File: config.mk
export PLATFORM = sky130hd
export DESIGN_NAME = dec_nx2n_scan
export DESIGN_NICKNAME = d
export VERILOG_FILES = /design/src/rtl/dec_pkg.sv /design/src/rtl/dec_scan_cnt.sv /design/src/rtl/dec_nx2n_scan.sv
export SDC_FILE = /design/constraint.sdc
export NUM_CORES = 1
export LEC_CHECK = 0
export BUFFER_PORTS_ARGS = -buffer_cell sky130_fd_sc_hd__clkbuf_2
export CAP_MARGIN = 0
export CORE_AREA = 3 3 40 42
export CTS_CLUSTER_SIZE = 14
export DETAILED_ROUTE_END_ITERATION = 6
export DIE_AREA = 0 0 43 45
export HOLD_SLACK_MARGIN = 0.02
export MAX_ROUTING_LAYER = met4
export PLACE_DENSITY = 0.72
export SETUP_SLACK_MARGIN = 0.2
export SYNTH_ARGS = -nofsm -noshare
export SYNTH_HDL_FRONTEND = slang
export SYNTH_SLANG_ARGS = --single-unit
File: constraint.sdc
create_clock -name clk -period 1.2 [get_ports clk]
set_input_delay 0.18 -clock clk [delete_from_list [all_inputs] [get_ports clk]]
set_output_delay 0.18 -clock clk [all_outputs]
set_load 0.1 [all_outputs]
File: src/rtl/dec_pkg.sv
// dec_pkg: shared FSM state type and one-hot decode helper for dec_nx2n_scan.
// Optional feature macro: DEC_SCAN_EN (adds the SCAN state when defined).
package dec_pkg;

    // Widest select code the decode helper handles; callers keep the low 2**N bits.
    localparam int DEC_MAX_N = 8;
    localparam int DEC_MAX_W = 2 ** DEC_MAX_N;

`ifdef DEC_SCAN_EN
    typedef enum logic [1:0] {
        IDLE   = 2'd0,
        DIRECT = 2'd1,
        SCAN   = 2'd2
    } dec_state_e;
`else
    typedef enum logic [1:0] {
        IDLE   = 2'd0,
        DIRECT = 2'd1
    } dec_state_e;
`endif

    // One-hot of a zero-extended select code; bit k is set for code k, so the
    // low 2**N bits are the N-bit decode for any N up to DEC_MAX_N.
    function automatic logic [DEC_MAX_W-1:0] dec_onehot(input logic [DEC_MAX_N-1:0] code);
        dec_onehot = {{(DEC_MAX_W-1){1'b0}}, 1'b1} << code;
    endfunction

endpackage

File: src/rtl/dec_scan_cnt.sv
// dec_scan_cnt: dwell counter and scan index for dec_nx2n_scan.
// Only instantiated when DEC_SCAN_EN is defined.
module dec_scan_cnt
    import dec_pkg::*;
#(
    parameter int N       = 3,
    parameter int DWELL_W = 8
) (
    input  logic               clk,
    input  logic               rst_n,
    input  logic               i_start,
    input  logic               i_run,
    input  logic [DWELL_W-1:0] i_dwell,
    output logic [N-1:0]       o_index_nxt,
    output logic               o_change
);

    logic [N-1:0]       r_index;
    logic [N-1:0]       w_index_nxt;
    logic [DWELL_W-1:0] r_cnt;
    logic [DWELL_W-1:0] w_cnt_nxt;

    // Start restarts at index 0; while running, step the index once the count
    // reaches dwell. ">=" lets a dwell lowered below the running count take
    // effect on the very next comparison instead of waiting for a wrap.
    always_comb begin
        w_index_nxt = r_index;
        w_cnt_nxt   = r_cnt;
        o_change    = 1'b0;
        if (i_start) begin
            w_index_nxt = {N{1'b0}};
            w_cnt_nxt   = {DWELL_W{1'b0}};
            o_change    = 1'b1;
        end else if (i_run) begin
            if (r_cnt >= i_dwell) begin
                w_index_nxt = r_index + N'(1'b1);
                w_cnt_nxt   = {DWELL_W{1'b0}};
                o_change    = 1'b1;
            end else begin
                w_cnt_nxt   = r_cnt + DWELL_W'(1'b1);
            end
        end else begin
            w_index_nxt = r_index;
            w_cnt_nxt   = r_cnt;
        end
    end

    assign o_index_nxt = w_index_nxt;

    // Index and dwell count registers, cleared asynchronously by reset.
    always_ff @(posedge clk or negedge rst_n) begin
        if (!rst_n) begin
            r_index <= {N{1'b0}};
            r_cnt   <= {DWELL_W{1'b0}};
        end else begin
            r_index <= w_index_nxt;
            r_cnt   <= w_cnt_nxt;
        end
    end

endmodule

File: src/rtl/dec_nx2n_scan.sv
// dec_nx2n_scan: registered N-to-2**N one-hot decoder with an optional scan mode.
// Optional feature macro: DEC_SCAN_EN. When defined, mode=1 walks y through every
// index holding each for dwell+1 cycles; when undefined, mode and dwell are ignored.
module dec_nx2n_scan
    import dec_pkg::*;
#(
    parameter int N       = 3,
    parameter int DWELL_W = 8
) (
    input  logic               clk,
    input  logic               rst_n,
    input  logic               en,
    input  logic               mode,
    input  logic [N-1:0]       d,
    input  logic               in_valid,
    output logic               in_ready,
    input  logic [DWELL_W-1:0] dwell,
    output logic [2**N-1:0]    y,
    output logic               out_valid
);

    dec_state_e           r_state;
    dec_state_e           w_state_nxt;
    logic [N-1:0]         r_code;
    logic [N-1:0]         w_code_nxt;
    logic [2**N-1:0]      r_y;
    logic [2**N-1:0]      w_y_nxt;
    logic                 r_out_valid;
    logic                 w_out_valid_nxt;
    logic                 w_accept;
    logic [DEC_MAX_W-1:0] w_oh_wide;
    logic                 w_scan_chg;
    logic [N-1:0]         w_scan_idx_nxt;
    logic                 w_unused;

`ifdef DEC_SCAN_EN
    logic w_scan_start;
    logic w_scan_run;

    // Next state: IDLE lasts one cycle, then mode picks DIRECT or SCAN.
    always_comb begin
        w_state_nxt = r_state;
        case (r_state)
            IDLE: begin
                if (mode) w_state_nxt = SCAN;
                else      w_state_nxt = DIRECT;
            end
            DIRECT: begin
                if (mode) w_state_nxt = SCAN;
                else      w_state_nxt = DIRECT;
            end
            SCAN: begin
                if (mode) w_state_nxt = SCAN;
                else      w_state_nxt = DIRECT;
            end
            default: w_state_nxt = IDLE;
        endcase
    end

    // Codes are only taken in DIRECT and only while mode still asks for it.
    assign in_ready     = (r_state == DIRECT) && !mode;
    // Any entry into SCAN restarts the walk at index 0.
    assign w_scan_start = (w_state_nxt == SCAN) && (r_state != SCAN);
    assign w_scan_run   = (r_state == SCAN) && mode;

    dec_scan_cnt #(
        .N       (N),
        .DWELL_W (DWELL_W)
    ) u_scan_cnt (
        .clk         (clk),
        .rst_n       (rst_n),
        .i_start     (w_scan_start),
        .i_run       (w_scan_run),
        .i_dwell     (dwell),
        .o_index_nxt (w_scan_idx_nxt),
        .o_change    (w_scan_chg)
    );

    assign w_unused = ^{w_oh_wide};
`else
    // Next state: IDLE lasts one cycle, then the block lives in DIRECT.
    always_comb begin
        w_state_nxt = r_state;
        case (r_state)
            IDLE:    w_state_nxt = DIRECT;
            DIRECT:  w_state_nxt = DIRECT;
            default: w_state_nxt = IDLE;
        endcase
    end

    assign in_ready       = (r_state == DIRECT);
    assign w_scan_chg     = 1'b0;
    assign w_scan_idx_nxt = {N{1'b0}};
    assign w_unused       = ^{w_oh_wide, mode, dwell};
`endif

    assign w_accept = in_valid && in_ready;

    // Next code, y and out_valid: an accept loads d, a scan step loads the new
    // index, otherwise the code holds. en only gates y; code keeps tracking.
    always_comb begin
        w_code_nxt      = r_code;
        w_out_valid_nxt = 1'b0;
        w_y_nxt         = {(2**N){1'b0}};
        if (w_accept) begin
            w_code_nxt      = d;
            w_out_valid_nxt = 1'b1;
        end else if (w_scan_chg) begin
            w_code_nxt      = w_scan_idx_nxt;
            w_out_valid_nxt = 1'b1;
        end else begin
            w_code_nxt      = r_code;
            w_out_valid_nxt = 1'b0;
        end
        w_oh_wide = dec_onehot(DEC_MAX_N'(w_code_nxt));
        if (en) begin
            w_y_nxt = w_oh_wide[2**N-1:0];
        end else begin
            w_y_nxt = {(2**N){1'b0}};
        end
    end

    // State, code and output registers; reset clears them without waiting for clk.
    always_ff @(posedge clk or negedge rst_n) begin
        if (!rst_n) begin
            r_state     <= IDLE;
            r_code      <= {N{1'b0}};
            r_y         <= {(2**N){1'b0}};
            r_out_valid <= 1'b0;
        end else begin
            r_state     <= w_state_nxt;
            r_code      <= w_code_nxt;
            r_y         <= w_y_nxt;
            r_out_valid <= w_out_valid_nxt;
        end
    end

    assign y         = r_y;
    assign out_valid = r_out_valid;

endmodule
==> results.sh <==
export IMPL_nNetsFinal=86
export IMPL_clk_path_buf_depth=2
export IMPL_grt_max_degree=14
export IMPL_clkSinkCount=13
export IMPL_num_rows=13
export IMPL_synthToLayoutAreaGrowth_pct=69.7
export IMPL_async_reset_ff_share_pct=100
export IMPL_gp_congestion=0.765
export IMPL_min_path_type="input pin to flip-flop"
export IMPL_cts_htree_levels=1
export IMPL_initial_core_util_pct=42.4
export IMPL_numCtsBuffers=3
export IMPL_coreArea_sq_mm=0.00128
export IMPL_clk_pin_slew_ns=0.08
export IMPL_cp_max_fo=8
export IMPL_synthCells=45
export IMPL_startpoint_type="flip-flop"
export IMPL_io_buffers=16
export IMPL_drive_gt1_share_pct=63.8
export IMPL_crit_chain="buf_12"
export IMPL_drc=0
export IMPL_grt_first_pass_wirelength_um=1840
export IMPL_dieWidth_um=43
export IMPL_cp_end_kind="primary output"
export IMPL_vias=417
export IMPL_power_density_mw_per_mm2=1240
export IMPL_synth_edf_count=0
export IMPL_drt_wl_total_um=1130
export IMPL_clock_skew_ns=0.00177
export IMPL_path_delay_family="flip-flops"
export IMPL_p_leak_nw=0.394
export IMPL_critPathMaxStageDelay_ns=0.54
export IMPL_ys_seq_area_share_pct=59.8
export IMPL_crit_required_ns=1.02
export IMPL_fin_crit_ns=1.19
export IMPL_fin_crit_sh_pct=98.8
export IMPL_grtUsageTotal_pct=13.8
export IMPL_ys_seq_elements=13
export IMPL_status="finished, final reports clean"
export IMPL_n_antenna_cell=0
export IMPL_finalHoldViolCount=0
export IMPL_yosysMostFrequentCell="dfrtp_1"
export IMPL_dieArea_sq_mm=0.00194
export IMPL_synthTopCellsByArea="dfrtp_1 (60%), nor2_1 (4.8%), o211ai_4 (3.9%)"
export IMPL_ys_top_cells_by_count="dfrtp_1 (13), nor2_1 (7), inv_1 (3), o21ai_0 (3)"
export IMPL_dp_slack_ns=0.0887
export IMPL_wl_per_cell_um=13.5
export IMPL_syn_mean_instance_area_sq_um=12.1
export IMPL_first_pass_iters=2
export IMPL_timing_max_cap_violations=0
export IMPL_crit_buf_inv=1
export IMPL_cpMaxStageDelayCell="dfrtp_4"
export IMPL_grt_pass1_vias=433
export IMPL_setup_viol=0
export IMPL_drt_iter0_markers=3
export IMPL_yosysTopAreaCellShare_pct=59.8
export IMPL_synth_main_ff_cell="dfrtp_1"
export IMPL_ant_nets=0
export IMPL_netlist_cell_type_count=20
export IMPL_nFillCells=83
export IMPL_clock_tree_root_cell="clkbuf_4"
export IMPL_ir_drop_uv=787
export IMPL_power_w=0.00114
export IMPL_seq_area_sq_um=339
export IMPL_dp_hpwl_um=741
export IMPL_post_synth_top_area_cell="dfrtp_1"
export IMPL_yosys_warnings=0
export IMPL_syn_cell_area_sq_um=544
export IMPL_grt_antenna_before_repair=0
export IMPL_slew_viol_final=0
export IMPL_multiInputGateArea_sq_um=249
export IMPL_arrival_ns=1.01
export IMPL_setup_slack_ns=0.0145
export IMPL_path_class="flip-flop to primary output"
export IMPL_fmax_mhz=843
export IMPL_synth_nets=61
export IMPL_ios=26
export IMPL_clock_latency_ns=0.28
export IMPL_via_per_inst=4.96
export IMPL_die_y_um=45
export IMPL_cts_tree="built"
export IMPL_grt_overflow=0
export IMPL_fin_tns_setup_ns=0
export IMPL_grt_setup_unrepaired="true"
==> per-stage QoR <==
| step | cell area [sq um] | instances | hold WS (ns) | util (%) |
|---|---|---|---|---|
| final | 923 | 84 | 0.170 | 71.9 |
| after detailed placement | 807 | 76 | 0.0823 | 62.8 |
| after CTS | 908 | 84 | 0.156 | 70.7 |
| after global placement | 807 | 76 | 0.0792 | 62.8 |
| after floorplan | 558 | 45 | -0.116 | - |
| after global routing | 923 | 84 | 0.185 | 71.9 |
==> layout by cell type (no fill, tap or decap), drive strengths merged, types with 2 or more instances in the layout <==
| cell type | instances |
|---|---|
| nand2 | 3 |
| clkbuf | 9 |
| buf | 13 |
| a31oi | 3 |
| inv | 4 |
| and4b | 2 |
| nor2 | 7 |
| nor2b | 2 |
| dfrtp | 13 |
| o21ai | 3 |
==> registers in the layout, summed over array words and instances, names as in the netlist <==
name / flops
r_code: 3
r_state: 1
out_valid: 1
y: 8
==> final timing paths <==
kind / startpoint / end / slack, ns / cells after the start
max in group asynchronous: rst_n / r_state[0] / 0.62 / 2
min in group asynchronous: rst_n / y[7] / 0.32 / 2
worst max-delay path: r_state[0] / in_ready / 0.01 / 1
worst max register to register: r_state[0] / y[0] / 0.05 / 4
worst min-delay path: d[1] / r_code[1] / 0.17 / 3
worst min register to register: r_code[2] / y[6] / 0.64 / 2
==> power by group <==
part	switching, W	internal (W)	total (W)	leakage [nW]
Clock	0.000145	0.000124	0.000268	0.0177
Combinational	0.000234	0.000134	0.000368	0.219
Sequential	0.0000349	0.000472	0.000507	0.158
Total	0.000414	0.000730	0.00114	0.394
==> what timing repair did <==
action | CTS | global route
resized for setup | 6 | 5
hold buffers | 1 | 0
endpoints found under the hold margin | 13 | 0
cloned | 0 | 0
setup endpoints to repair | 18 | 20
pin swaps | 5 | 0
setup buffers | 3 | 0
==> tightest hold or removal path: cells and delay by family <==
| family | cells | cell delay [ns] |
|---|---|---|
| AO/OA/AOI/OAI | 1 | 0.05 |
| buffers and inverters | 1 | 0.12 |
| AND/OR/NAND/NOR | 1 | 0.07 |
==> routing by layer <==
| layer | GRT usage [%] | up-vias | part of all wire [%] |
|---|---|---|---|
| li1 | - | 204 | - |
| met1 | 14.6 | 203 | 41 |
| met2 | 23.7 | 10 | 56 |
| met3 | 2.39 | 0 | 3.0 |
| met4 | 9.04 | 0 | 0 |
| met5 | - | - | 0 |
==> final cells by class <==
| cell class | count | share of cell area, % |
|---|---|---|
| Timing Repair Buffer | 20 | 28.9 |
| Sequential cell | 13 | 36.7 |
| Clock inverter | 1 | 0.542 |
| Tap cell | 15 | 2.03 |
| Inverter | 4 | 2.44 |
| Clock buffer | 3 | 2.44 |
| Multi-Input combinational cell | 28 | 27.0 |
==> kinds of logic after synthesis <==
family | Yosys count | share of synthesized area (%)
and+or+nand+nor | 17 | 18.4
DFF | 13 | 59.8
AOI/OAI and AO/OA | 10 | 17.5
buffers and inverters | 4 | 3.68
other | 1 | 0.689
(Power assumes the default switching activity.)
